$ cat src/rtl/chip8_pkg.sv
// Shared scan-code constants, keypad FSM states and the PS/2-to-CHIP-8 key map.
// Latency: n/a (types, constants and a pure function only).
// Backpressure: n/a.
package chip8_pkg;

  localparam logic [7:0] SC_BREAK  = 8'hF0;
  localparam logic [7:0] SC_EXT    = 8'hE0;
  localparam logic [7:0] SC_BAT    = 8'hAA;
  localparam logic [7:0] SC_ACK    = 8'hFA;
  localparam logic [7:0] SC_RESEND = 8'hFE;
  localparam logic [7:0] SC_OVR0   = 8'h00;
  localparam logic [7:0] SC_OVR1   = 8'hFF;

  typedef enum logic [1:0] {
    ST_IDLE,
    ST_BRK,
    ST_EXT,
    ST_EXT_BRK
  } kp_state_t;

  // {valid, key}: valid=0 means the scan code is not a keypad key
  typedef struct packed {
    logic       vld;
    logic [3:0] key;
  } key_lookup_t;

  function automatic key_lookup_t sc_to_key(input logic [7:0] sc);
    key_lookup_t r;
    r.vld = 1'b1;
    r.key = 4'h0;
    case (sc)
      8'h16: r.key = 4'h1;
      8'h1E: r.key = 4'h2;
      8'h26: r.key = 4'h3;
      8'h25: r.key = 4'hC;
      8'h15: r.key = 4'h4;
      8'h1D: r.key = 4'h5;
      8'h24: r.key = 4'h6;
      8'h2D: r.key = 4'hD;
      8'h1C: r.key = 4'h7;
      8'h1B: r.key = 4'h8;
      8'h23: r.key = 4'h9;
      8'h2B: r.key = 4'hE;
      8'h1A: r.key = 4'hA;
      8'h22: r.key = 4'h0;
      8'h21: r.key = 4'hB;
      8'h2A: r.key = 4'hF;
      default: r.vld = 1'b0;
    endcase
    return r;
  endfunction

endpackage

$ cat src/rtl/ps2_keypad_if.sv
// Bundle between the PS/2 byte source / CPU side and the keypad decoder.
// Latency: n/a (wires only).
// Backpressure: none; bytes are strobed by ps2_ready and cannot be stalled.
interface ps2_keypad_if;
  logic        ps2_ready;
  logic [7:0]  ps2_data;
  logic        clear;
  logic [15:0] key_matrix;
  logic        key_any;
  logic        key_event;
  logic [3:0]  key_code;

  modport master (
    output ps2_ready, ps2_data, clear,
    input  key_matrix, key_any, key_event, key_code
  );

  modport slave (
    input  ps2_ready, ps2_data, clear,
    output key_matrix, key_any, key_event, key_code
  );
endinterface

$ cat src/rtl/sync_edge.sv
// Multi-flop synchronizer for an asynchronous strobe plus a rising-edge pulse.
// Latency: pulse is high in the cycle after the STAGES-th sampling edge.
// Backpressure: none; one pulse per low-to-high transition. STAGES must be >= 2.
module sync_edge #(
  parameter int STAGES = 2
) (
  input  logic clk,
  input  logic res,
  input  logic din,
  output logic pulse
);

  logic [STAGES-1:0] sync_q;
  logic              last_q;

  // shift the async input through the synchronizer and remember the last synced level
  always_ff @(posedge clk or negedge res) begin
    if (!res) begin
      sync_q <= '0;
      last_q <= 1'b0;
    end else begin
      sync_q <= {sync_q[STAGES-2:0], din};
      last_q <= sync_q[STAGES-1];
    end
  end

  assign pulse = sync_q[STAGES-1] & ~last_q;

endmodule

$ cat src/rtl/ps2_keypad.sv
// PS/2 scan-code stream to 16-key CHIP-8 matrix with key-down event pulse.
// Latency: SYNC_STAGES+2 clk from ps2_ready rising to key_matrix/key_event update.
// Backpressure: none; bytes arriving while clear is high are dropped.
module ps2_keypad
  import chip8_pkg::*;
#(
  parameter int SYNC_STAGES    = 2,
  parameter int TIMEOUT_CYCLES = 20000
) (
  input  logic clk,
  input  logic res,
  ps2_keypad_if.slave kp
);

  localparam int CW = (TIMEOUT_CYCLES > 2) ? $clog2(TIMEOUT_CYCLES) : 1;
  localparam logic [CW-1:0] TMO_LAST = CW'(TIMEOUT_CYCLES - 1);

  logic        rdy_pulse;
  logic [7:0]  byte_q;
  logic        byte_vld;
  kp_state_t   state_q, state_d;
  logic [CW-1:0] cnt_q;
  logic [15:0] matrix_q, matrix_d;
  logic        any_q;
  logic        evt_q, evt_d;
  logic [3:0]  code_q, code_d;
  key_lookup_t lk;
  logic        status_byte;
  logic        timeout;

  sync_edge #(.STAGES(SYNC_STAGES)) u_sync (
    .clk   (clk),
    .res   (res),
    .din   (kp.ps2_ready),
    .pulse (rdy_pulse)
  );

  // capture the byte on the synchronized rising edge; decode happens one cycle later
  always_ff @(posedge clk or negedge res) begin
    if (!res) begin
      byte_q   <= 8'h00;
      byte_vld <= 1'b0;
    end else begin
      byte_vld <= rdy_pulse;
      if (rdy_pulse) byte_q <= kp.ps2_data;
    end
  end

  assign lk          = sc_to_key(byte_q);
  // BAT/ack/resend never map to a key, so excluding them only documents intent
  assign status_byte = (byte_q == SC_BAT) || (byte_q == SC_ACK) || (byte_q == SC_RESEND);
  assign timeout     = (state_q != ST_IDLE) && (cnt_q == TMO_LAST);

  // prefix FSM and matrix update; clear beats a byte, a byte beats a timeout
  always_comb begin
    state_d  = state_q;
    matrix_d = matrix_q;
    evt_d    = 1'b0;
    code_d   = code_q;
    if (kp.clear) begin
      state_d  = ST_IDLE;
      matrix_d = '0;
    end else if (byte_vld) begin
      unique case (state_q)
        ST_IDLE: begin
          if (byte_q == SC_BREAK) begin
            state_d = ST_BRK;
          end else if (byte_q == SC_EXT) begin
            state_d = ST_EXT;
          end else if (byte_q == SC_OVR0 || byte_q == SC_OVR1) begin
            matrix_d = '0;
          end else if (lk.vld && !status_byte) begin
            matrix_d[lk.key] = 1'b1;
            // a repeat of an already-held key is typematic and raises no event
            if (!matrix_q[lk.key]) begin
              evt_d  = 1'b1;
              code_d = lk.key;
            end
          end
        end
        ST_BRK: begin
          if (lk.vld) matrix_d[lk.key] = 1'b0;
          state_d = ST_IDLE;
        end
        ST_EXT: begin
          // extended keys are swallowed so they never alias onto keypad keys
          state_d = (byte_q == SC_BREAK) ? ST_EXT_BRK : ST_IDLE;
        end
        ST_EXT_BRK: begin
          state_d = ST_IDLE;
        end
      endcase
    end else if (timeout) begin
      state_d = ST_IDLE;
    end
  end

  // state and registered outputs; key_any comes from the same next-state matrix
  always_ff @(posedge clk or negedge res) begin
    if (!res) begin
      state_q  <= ST_IDLE;
      matrix_q <= '0;
      any_q    <= 1'b0;
      evt_q    <= 1'b0;
      code_q   <= 4'h0;
    end else begin
      state_q  <= state_d;
      matrix_q <= matrix_d;
      any_q    <= |matrix_d;
      evt_q    <= evt_d;
      code_q   <= code_d;
    end
  end

  // prefix timeout counter: restarts on every byte, clear and state entry
  always_ff @(posedge clk or negedge res) begin
    if (!res) begin
      cnt_q <= '0;
    end else if (kp.clear || byte_vld || state_d == ST_IDLE || state_d != state_q) begin
      cnt_q <= '0;
    end else begin
      cnt_q <= cnt_q + CW'(1);
    end
  end

  assign kp.key_matrix = matrix_q;
  assign kp.key_any    = any_q;
  assign kp.key_event  = evt_q;
  assign kp.key_code   = code_q;

endmodule

$ cat src/flat_wrapper.sv
// flat-port wrapper written by rule: the top's interface ports become plain ports
module ps2_keypad_flat import chip8_pkg::*;
#(
  parameter int SYNC_STAGES    = 2,
  parameter int TIMEOUT_CYCLES = 20000
)
  (clk, res, kp_ps2_ready, kp_ps2_data, kp_clear, kp_key_matrix, kp_key_any, kp_key_event, kp_key_code);
  ps2_keypad_if kp_i ();
  input  logic clk;
  input  logic res;
  input wire logic [$bits(kp_i.ps2_ready)-1:0] kp_ps2_ready;
  input wire logic [$bits(kp_i.ps2_data)-1:0] kp_ps2_data;
  input wire logic [$bits(kp_i.clear)-1:0] kp_clear;
  output wire logic [$bits(kp_i.key_matrix)-1:0] kp_key_matrix;
  output wire logic [$bits(kp_i.key_any)-1:0] kp_key_any;
  output wire logic [$bits(kp_i.key_event)-1:0] kp_key_event;
  output wire logic [$bits(kp_i.key_code)-1:0] kp_key_code;
  assign kp_i.ps2_ready = kp_ps2_ready;
  assign kp_i.ps2_data = kp_ps2_data;
  assign kp_i.clear = kp_clear;
  assign kp_key_matrix = kp_i.key_matrix;
  assign kp_key_any = kp_i.key_any;
  assign kp_key_event = kp_i.key_event;
  assign kp_key_code = kp_i.key_code;
  ps2_keypad #(.SYNC_STAGES(SYNC_STAGES), .TIMEOUT_CYCLES(TIMEOUT_CYCLES)) u_core (.clk(clk), .res(res), .kp(kp_i));
endmodule
$ cat config.mk
export PLATFORM = sky130hd
export DESIGN_NAME = ps2_keypad_flat
export DESIGN_NICKNAME = d
export VERILOG_FILES = /design/src/rtl/chip8_pkg.sv /design/src/rtl/ps2_keypad_if.sv /design/src/rtl/sync_edge.sv /design/src/rtl/ps2_keypad.sv /design/src/flat_wrapper.sv
export SDC_FILE = /design/constraint.sdc
export NUM_CORES = 1
export LEC_CHECK = 0
export CAP_MARGIN = 20
export CORE_MARGIN = 8
export CORE_UTILIZATION = 50
export DETAILED_ROUTE_END_ITERATION = 10
export PLACE_DENSITY_LB_ADDON = 0.2
export SYNTH_ARGS = -nofsm -noshare
export SYNTH_HDL_FRONTEND = slang
export SYNTH_SLANG_ARGS = --single-unit
$ cat constraint.sdc
create_clock -name clk -period 9.45 [get_ports clk]
set_clock_uncertainty 0.2 [all_clocks]
set_input_delay 0.945 -clock clk [delete_from_list [all_inputs] [get_ports clk]]
set_output_delay 0.945 -clock clk [all_outputs]
set_load 0.01 [all_outputs]
; ---- After elaboration in Yosys (flattened, before gate mapping)
; Index checks and enable logic that the tools add are counted.
[word_totals]
register_bits = 51
inputBits = 12
output_inout_bits = 22
wordCells = 98
[op_classes]
addsub = 1
n_lt_le_gt_ge = 2
eq_ne = 27
n_mux = 30
n_bitwise = 10
reduce_logical = 18
[ops]
columns = cell, n
row1 = 16-bit 2-to-1 mux, 7
row2 = "8-bit by 6-bit equality test with 1-bit output, second input constant", 9
row3 = 4-bit case mux with 15 select lines, 1
row4 = "8-bit by 5-bit equality test with 1-bit output, second input constant", 7
row5 = "8-bit equality test, second input constant", 6
row6 = 16-bit case mux with 2 select lines, 1
row7 = 16-bit OR reduction, 2
row8 = 16-bit bitwise AND, 1
row9 = 16-bit inverter, 1
row10 = 16-bit OR, 1
row11 = "15-bit by 1-bit adder with 15-bit output, second input constant", 1
row12 = "15-bit equality test, second input constant", 1
row13 = 15-bit 2-to-1 mux, 1
row14 = 2-bit 2-to-1 mux, 6
row15 = 1-bit 2-to-1 mux, 11
row16 = 8-bit logical NOT, 1
row17 = 8-bit AND reduction, 1
row18 = 1-bit logical OR, 6
row19 = 1-bit inverter, 6
row20 = 2-bit case mux with 3 select lines, 1
row21 = "4-bit by 5-bit less-than comparator with 1-bit output, second input constant", 1
row22 = 1-bit binary-select mux with 4-bit select, 1
row23 = 1-bit demux with 4-bit select, 1
row24 = "2-bit equality test, second input constant", 2
row25 = 9 further kinds, 12

; ---- Depth between registers and ports, before layout
; Gate-level depths: netlist of run 1.
[depth]
word_depth = 15
depth_mapped = 10
depth_no_buf = 8

; ---- Hierarchy
; From an unflattened synthesis of run 1, not the netlist that was laid out.
[hier_totals]
cells_unflattened = 315
area_unflattened_um2 = 2932.8
[modules_own_cells]
columns = module, n_inst, cells_each, area_each_um2, seq_area_each_um2
row1 = ps2_keypad, 1, 311, 2844.0, 1201.2
row2 = sync_edge, 1, 4, 88.8, 75.1

; ---- Worst setup path before layout of run 1
; Ideal clock, no wire load.
[synth_timing]
kind = register to register
from = register u_core.byte_q[7]
to = register u_core.code_q[0] (netlist: u_core.kp.key_code[0])
setup_time_ps = 125
arrival_ps = 2805
required_ps = 9125
path_slack_ps = 6320
stages_incl_launch_ff = 10
path_buffers = 2
period_less_slack_ps = 3130
cell_sequence = dfrtp_1 -> or4b_1 -> buf_2 -> or4_4 -> and3_4 -> buf_6 -> a211oi_2 -> a2111oi_2 -> a311oi_4 -> mux2_2
[synth_between]
elab_chain_len = 6
word_cells_on_any_way = 38
classes_between = eq/ne (22) / mux (4) / bitwise (4) / reduce/logical (8)
[synth_lines]
columns = element, line
row1 = "start, declared", ps2_keypad.sv:19  ; logic [7:0] byte_q;
row2 = "start signal, assigned", ps2_keypad.sv:45  ; if (rdy_pulse) byte_q <= kp.ps2_data;
row3 = "8-bit by 6-bit equality test with 1-bit output, or another cell as far along", chip8_pkg.sv:31  ; case (sc)
row4 = 4-bit case mux with 15 select lines / 1-bit logical OR (equally long branches), "chip8_pkg.sv:31, ps2_keypad.sv:51"
row5 = 1-bit binary-select mux with 4-bit select / 1-bit logical OR (equally long branches), "ps2_keypad.sv:75, ps2_keypad.sv:51"
row6 = 1-bit 2-to-1 mux (not written as such) / 1-bit logical NOT (equally long branches), "ps2_keypad.sv:75, ps2_keypad.sv:72"
row7 = 1-bit inverter (no line) / 1-bit logical AND (equally long branches), --
row8 = 8-bit AND reduction (no line), --
row9 = "end signal, assigned", ps2_keypad.sv:111  ; code_q <= code_d;
row10 = "end, declared", ps2_keypad.sv:26  ; logic [3:0] code_q, code_d;
; Several ways; a longest one is shown, not always the timed one. The select of a mux whose other input is x is not followed.
; A chain may end at the register's enable or synchronous reset.

; ---- Final worst setup path of run 1
[layout_timing]
from = register u_core.byte_q[4]
to = register u_core.any_q (netlist: u_core.kp.key_any)
[layout_between]
elab_chain_len = 15
word_cells_on_any_way = 48
classes_between = order compare (2) / eq/ne (22) / mux (12) / bitwise (3) / reduce/logical (9)
[layout_lines]
columns = element, line
row1 = 8-bit by 6-bit equality test with 1-bit output / 8-bit by 5-bit equality test with 1-bit output (equally long branches), chip8_pkg.sv:31
row2 = 4-bit case mux with 15 select lines, chip8_pkg.sv:31
row3 = 4-bit by 5-bit less-than comparator with 1-bit output (not written as such) / 4-bit by 1-bit >= comparator with 1-bit output (equally long branches), "ps2_keypad.sv:73, ps2_keypad.sv:82"
row4 = 1-bit logical AND (not written as such), "ps2_keypad.sv:73, ps2_keypad.sv:82"
row5 = 1-bit 2-to-1 mux (not written as such), "ps2_keypad.sv:73, ps2_keypad.sv:82"
row6 = 1-bit demux with 4-bit select, --
row7 = 16-bit OR (no line), --
row8 = 16-bit 2-to-1 mux, ps2_keypad.sv:72  ; end else if (lk.vld && !status_byte) begin
row9 = 16-bit 2-to-1 mux, ps2_keypad.sv:70  ; end else if (byte_q == SC_OVR0 || byte_q == SC_OVR1) begin
row10 = 16-bit 2-to-1 mux, ps2_keypad.sv:68  ; end else if (byte_q == SC_EXT) begin
row11 = 16-bit 2-to-1 mux, ps2_keypad.sv:66  ; if (byte_q == SC_BREAK) begin
row12 = 16-bit case mux with 2 select lines (*), ps2_keypad.sv:64  ; unique case (state_q)
row13 = 16-bit 2-to-1 mux (*), ps2_keypad.sv:63  ; end else if (byte_vld) begin
row14 = 16-bit 2-to-1 mux (*), ps2_keypad.sv:60  ; if (kp.clear) begin
row15 = named net u_core.matrix_d[15], ps2_keypad.sv:23  ; logic [15:0] matrix_q, matrix_d;
row16 = 16-bit OR reduction (*), ps2_keypad.sv:109  ; any_q <= |matrix_d;
row17 = "end signal, assigned", ps2_keypad.sv:109
row18 = "end, declared", ps2_keypad.sv:24  ; logic any_q;
; Mark *: on every way through the listed nets, which the timed path passes. The rest lies on a longest branch.

==> run metrics, run 1 <==
internal cell power=0.000326 W; cell area after technology mapping=just under 3000 um^2; ys async rst share=100%; Area growth, synth to finish=14.8%; core region area=5850 um^2; Critical Path AT=approximately 3.6 ns; Post-CTS Setup Inserts=0; number of buffers added by the clock tree synthesis step=5; switching power summed over all nets=approximately 0.00014 W; Unique masters post-synth=60; leading area contributor after synthesis=dfrtp_1; main flop type after synthesis=dfrtp_1; area share of xor/xnor cells in the synthesized design=4.41%; global-route wire length before repair=around 12 mm; post-route fraction of the period consumed by the critical path=38.7%; Post-Synthesis Mean Instance Area=9.55 um^2; Synth Instances=between 300 and 400; total negative slack=0 ns; combined global-route utilization of all metal layers=between 10% and 20%; share of total power in sequential cells=a little over half; sequential fraction of the synthesis area=between 40% and 50%; Finished Layout Cells=between 400 and 500; clock tree from TritonCTS=yes; multiplexer share of the synthesized area=under 10%; Setup crit start kind=flop; initial core utilization=slightly above 50%; crit path kind=flop to flop; final number of hold-violating endpoints=0; largest net degree at the start of global routing=31; main combinational cell family by area after synthesis=simple AND/OR/NAND/NOR gates; number of antenna cells inserted=0; run status=complete, no violations; row count=28; area share of fa/ha/maj cells after synthesis=less than 1%; post-route total power=0.000462 W; Final Net Count=345; max cap viols=0; top cells by area, synth=dfrtp_1 43%, nor2_1 4.9%, mux2i_1 4.0%, mux2_2 3.8%, nand3_1 3.2%; I/O pin count=34; headroom to the max-slew limit=roughly 33%; total grt overflow=0; EDFF count, synth=0; DIE HEIGHT=93.2 um; antenna violations before repair=0; maximum buffer depth of the clock tree=2; die width=around 93 um; most common cell after layout, fill and taps aside=dfrtp_1; wire per inst=between 15 and 20 um; simple logic cell fraction of the synthesized area=between 20% and 30%; clock transition at the registers of the reported paths=roughly 0.1 ns; aggregate routed wire length=7.27 mm; Pwr Density=between 100 and 150 nW/um^2; vias per cell=between 5 and 6; first-pass iteration count of the detailed router=4; net count of the mapped netlist=325; slew of the pin with the lowest slew margin=0.995 ns; final max-slew violation count=0; fraction of layout instances using a drive strength above 1=approximately a tenth; worst hold-check slack=between 0.15 and 0.2 ns; number of placed instances with taps included=between 300 and 400; required time at the endpoint of the critical path=around 9.4 ns; final weighted congestion in routability-driven placement=approximately 0.95; leakage power total=approximately 1.4 nW; time the worst path needs with I/O delays and setup=3.66 ns; insertion delay to the later sink of the worst-skew pair=between 0.3 and 0.4 ns; CTS H-tree lvls=2; vias in the first global route=between 2000 and 2500; CP Capture Type=flop; Ys Warns=0; count of state elements after synthesis=a little over 50; Clock Power Share=between 20% and 30%; setup repair after global routing missed its margin=no; count of input and output buffers=33; residual DRC count=0; commonest cells after routing, fill and taps aside=51 x dfrtp_1, 39 x nor2_1, 32 x clkdlybuf4s50_1; timing-limited maximum frequency=about 0.27 GHz; overall die area=between 8000 and 9000 um^2; post_cts resized=0; maximum vdd drop=~0.000074 V; type of the worst min-delay path=flop to flop; violation count after the first detailed-routing iteration=180; sum of net half-perimeters after detailed placement=approximately 5.3 mm; switching power as a share of total power=about 30%; total number of clock tree sinks=51; via count of the routed design=about 2400; Hold Buf Count CTS=0; setup violators final=0; Antenna Violating Nets Remaining=0; share of Yosys cell area claimed by the top area cell type=between 40 and 50%; combinational share of power=16.6%; clk root buf=clkbuf_8; area fraction in compound gates after synthesis=approximately an eighth; Critical Path Fanout Max=13
synth_stat cells (all sizes together) (2+ instances only):
| cell | number |
|---|---|
| or4 | 5 |
| buf | 6 |
| or3 | 2 |
| mux2i | 12 |
| clkbuf | 16 |
| o21ai | 4 |
| or4b | 2 |
| mux2 | 11 |
| o211a | 3 |
| and3 | 4 |
| xnor2 | 5 |
| nor4 | 3 |
| a31oi | 5 |
| nor4b | 3 |
| a21oi | 14 |
| o32ai | 2 |
| and2 | 3 |
| a2111oi | 3 |
| and4 | 2 |
| nor3b | 6 |
| nor2b | 11 |
| a21o | 2 |
| nand2b | 4 |
| nand2 | 13 |
| inv | 8 |
| nor3 | 10 |
| nand4 | 10 |
| a211oi | 3 |
| nand3 | 19 |
| nor2 | 39 |
| xor2 | 10 |
| dfrtp | 51 |
| nor4bb | 3 |
| a21boi | 2 |
| nand3b | 4 |
critical path, stage by stage, from the launching register on:
cell     delay, ns
dfrtp_1       0.53
nor4b_2       0.93
nand3_1       0.18
mux2i_1       0.20
nor3_1        0.08
or4_1         0.57
or4_1         0.43
or4_1         0.41
state kept, by name, indices dropped and copies added, names as in the netlist:
| name | flops |
|---|---|
| u_core.kp.key_code | 4 |
| u_core.cnt_q | 15 |
| u_core.kp.key_matrix | 16 |
| u_core.u_sync.last_q | 1 |
| u_core.kp.key_any | 1 |
| u_core.state_q | 2 |
| u_core.kp.key_event | 1 |
| u_core.byte_vld | 1 |
| u_core.byte_q | 8 |
| u_core.u_sync.sync_q | 2 |
kinds of logic after synthesis:
logic type / after synthesis
AO/OA/AOI/OAI: 47
XOR/XNOR: 15
adder cells (fa/ha/maj): 1
buffers and inverters: 31
flip-flops: 51
multiplexers: 23
AND/OR/NAND/NOR: 144
power by group through the flow:
stage | Sequential [W] | Clock, W | Combinational, W
after floorplan | 0.000241 | 0 | 0.0000611
after global placement | 0.000254 | 0 | 0.0000753
after detailed placement | 0.000255 | 0 | 0.0000767
after CTS | 0.000250 | 0.000138 | 0.0000772
after global routing | 0.000254 | 0.000149 | 0.0000855
final | 0.000251 | 0.000135 | 0.0000768
routing by layer:
layer | global-route usage, % | part of all wire, %
met1 | 23.3 | 46
met2 | 27.8 | 47
met3 | 3.85 | 6.1
met4 | 5.37 | 1.4
met5 | 0 | 0
cell type report:
class | instances | area [um^2]
inverter | 9 | 33.8
clock buffer | 6 | 82.6
sequential | 51 | 1280
multi-input combinational | 230 | 1570
clock inverter | 2 | 13.8
tap | 75 | 93.8
fill | 517 | 2430
timing repair buffer | 35 | 350
worst paths after layout:
check / start / endpoint / slack, ns / cells past startpoint
worst min-delay path: u_core.u_sync.sync_q[0] / u_core.u_sync.sync_q[1] / 0.16 / 0
min in group asynchronous: res / u_core.u_sync.sync_q[1] / 0.39 / 1
max in group asynchronous: res / u_core.kp.key_matrix[6] / 8.12 / 2
worst min register to register: u_core.u_sync.sync_q[0] / u_core.u_sync.sync_q[1] / 0.16 / 0
worst max-delay path: u_core.byte_q[4] / u_core.kp.key_any / 5.79 / 7
worst max register to register: u_core.byte_q[4] / u_core.kp.key_any / 5.79 / 7
per-stage QoR:
stage | instance area (um^2) | worst slack, ns | util [%]
6_report | 3420 | 5.79 | 58.4
5_1_grt | 3420 | 5.61 | 58.4
4_1_cts | 3410 | 5.63 | 58.4
3_5_place_dp | 3320 | 5.64 | 56.7
3_3_place_gp | 3300 | 5.78 | 56.4
2_1_floorplan | 2980 | 6.32 | -
(Power assumes the default switching activity.)
==> run 2: changes to the inputs <==
==> constraint.sdc (replaced) <==
create_clock -name clk -period 2.93 [get_ports clk]
set_clock_uncertainty 0.2 [all_clocks]
set_input_delay 0.293 -clock clk [delete_from_list [all_inputs] [get_ports clk]]
set_output_delay 0.293 -clock clk [all_outputs]
set_load 0.01 [all_outputs]
==> run metrics, run 2 (synthesized netlist as in run 1, its figures left out) <==
run status=finished with violations (was complete, no violations); violations in the final reports=negative setup slack; sum of net half-perimeters after detailed placement=6.22 mm (was 5.28 mm); DIE HEIGHT=93.2 um (unchanged); required time at the endpoint of the critical path=2.91 ns (was 9.43 ns); overall die area=8680 um^2 (unchanged); type of the worst min-delay path=flop to flop (unchanged); clock tree from TritonCTS=yes (unchanged); violation count after the first detailed-routing iteration=173 (was 180); final weighted congestion in routability-driven placement=0.880 (was 0.948); residual DRC count=0 (unchanged); setup repair after global routing missed its margin=yes (was no); commonest cells after routing, fill and taps aside=66 x buf_4, 48 x dfrtp_1, 38 x nor2_1 (was 51 x dfrtp_1, 39 x nor2_1, 32 x clkdlybuf4s50_1); internal cell power=0.00120 W (was 0.000326 W); I/O pin count=34 (unchanged); number of buffers added by the clock tree synthesis step=5 (unchanged); Critical Path Fanout Max=4 (was 13); worst flop-to-flop path startpoint=u_core.byte_q[4] (unchanged); vias per cell=5.73 (was 5.82); maximum buffer depth of the clock tree=2 (unchanged); total grt overflow=0 (unchanged); Setup crit start kind=flop (unchanged); switching power as a share of total power=29.3% (was 29.4%); die width=93.2 um (unchanged); aggregate routed wire length=8.52 mm (was 7.27 mm); row count=28 (unchanged); antenna violations before repair=0 (unchanged); timing-limited maximum frequency=0.330 GHz (was 0.273 GHz); setup violators final=4 (was 0); Antenna Violating Nets Remaining=0 (unchanged); max cap viols=0 (unchanged); CTS H-tree lvls=2 (unchanged); fraction of layout instances using a drive strength above 1=30.1% (was 10.2%); combinational share of power=28.0% (was 16.6%); number of placed instances with taps included=463 (was 399); insertion delay to the later sink of the worst-skew pair=0.30 ns (was 0.31 ns); switching power summed over all nets=0.000498 W (was 0.000136 W); pre-CTS setup slack=-0.252 ns (was 5.64 ns); worst setup path startpoint=u_core.byte_q[4] (unchanged); final number of hold-violating endpoints=0 (unchanged); total negative slack=-0.222 ns (was 0 ns); final max-slew violation count=0 (unchanged); Finished Layout Cells=480 (was 408); share of total power in sequential cells=45.7% (was 54.2%); crit path kind=flop to flop (unchanged); headroom to the max-slew limit=41.4% (was 33.5%); slew of the pin with the lowest slew margin=0.877 ns (was 0.995 ns); area of all placed cells without fillers=4150 um^2 (was 3420 um^2); wire per inst=17.7 um (was 17.8 um); clock transition at the registers of the reported paths=0.09 ns (was 0.10 ns); worst setup margin=-0.101 ns (was 5.79 ns); first-pass iteration count of the detailed router=4 (unchanged); number of antenna cells inserted=0 (unchanged); core region area=5850 um^2 (unchanged); initial core utilization=50.9% (unchanged); combined global-route utilization of all metal layers=20.2% (was 17.5%); global-route wire length before repair=14.1 mm (was 12.1 mm); clk root buf=clkbuf_8 (unchanged); post-route fraction of the period consumed by the critical path=103% (was 38.7%); Critical Path AT=3.01 ns (was 3.64 ns); CP Capture Type=flop (unchanged); largest net degree at the start of global routing=34 (was 31); Worst Hold Launch=u_core.u_sync.sync_q[0] (unchanged); Pwr Density=410 nW/um^2 (was 135 nW/um^2); vias in the first global route=2819 (was 2346); flip-flop count of the largest register after layout=16 (unchanged); Clock Power Share=26.4% (was 29.2%); most common cell after layout, fill and taps aside=buf_4 (was dfrtp_1); maximum vdd drop=0.000202 V (was 0.0000742 V); Final Net Count=417 (was 345); leakage power total=1.78 nW (was 1.38 nW); time the worst path needs with I/O delays and setup=3.03 ns (was 3.66 ns); via count of the routed design=2749 (was 2373); standard cell area after detailed placement=3810 um^2 (was 3320 um^2); total number of clock tree sinks=51 (unchanged); Area growth, synth to finish=39.4% (was 14.8%); count of input and output buffers=33 (unchanged)
run 2: cell types whose count changed in the layout (fill, tap and decap cells not counted), sizes merged:
cell,before,now
clkinvlp,0,1
dlygate4sd3,0,1
inv,9,8
clkinv,2,1
bufbuf,0,1
buf,2,73
run 2: path summary, 6_finish.rpt:
| check | to | slack (ns) | cells after the start |
|---|---|---|---|
| hold reg to reg | u_core.u_sync.sync_q[1] | 0.15 | 0 |
| hold / removal | u_core.u_sync.sync_q[1] | 0.15 | 0 |
| setup reg to reg | u_core.kp.key_any | -0.10 | 7 |
| min in group asynchronous | u_core.u_sync.sync_q[1] | 0.25 | 2 |
| setup / recovery | u_core.kp.key_any | -0.10 | 7 |
| max in group asynchronous | u_core.byte_q[0] | 1.47 | 3 |
run 2: layout make-up:
cell class | count | area [um^2]
clock buffers | 7 | 96.3
clock inverters | 1 | 7.51
inverters | 9 | 33.8
well taps | 75 | 93.8
multi-input cells | 230 | 1710
repair buffers | 107 | 935
flip-flops and latches | 51 | 1280
fillers | 433 | 1700
run 2: layer usage:
layer / wire [um] / GRT usage, % / share of wire, %
met5: 0 / 0 / 0
met4: 119 / 6.17 / 1.4
met3: 529 / 4.01 / 6.2
met2: 3930 / 31.7 / 46
met1: 3940 / 27.6 / 46
run 2: metrics by stage:
stage / power [W] / util (%) / hold slack (ns)
finish: 0.00170 / 71.0 / 0.154
global route: 0.00178 / 71.0 / 0.159
CTS: 0.00168 / 69.5 / 0.156
detailed placement: 0.00118 / 65.2 / 0.0551
global placement: 0.00117 / 65.2 / 0.0465
floorplan: 0.000981 / - / -0.203
run 2: what timing repair did:
item,in CTS,in global routing
pin swaps,5,3
endpoints found under the setup margin,6,6
hold buffers,1,0
gates resized for setup,18,14
setup buffers,4,3
endpoints found under the hold margin,18,0
cloned,1,0
run 2: power groups by stage:
stage          combinational, W  clock, W  sequential [W]
2_1_floorplan          0.000202         0        0.000779
6_report               0.000476  0.000449        0.000777
3_3_place_gp           0.000388         0        0.000779
5_1_grt                0.000511  0.000490        0.000783
4_1_cts                0.000445  0.000460        0.000776
3_5_place_dp           0.000395         0        0.000783
run 2: critical path, stage by stage (launching register included):
cell and delay (ns):
dfrtp_1 0.41, or4b_4 0.59, nor3b_2 0.21, mux2i_1 0.20
nor3_1 0.07, or4_1 0.42, or4_1 0.41, or4_1 0.40
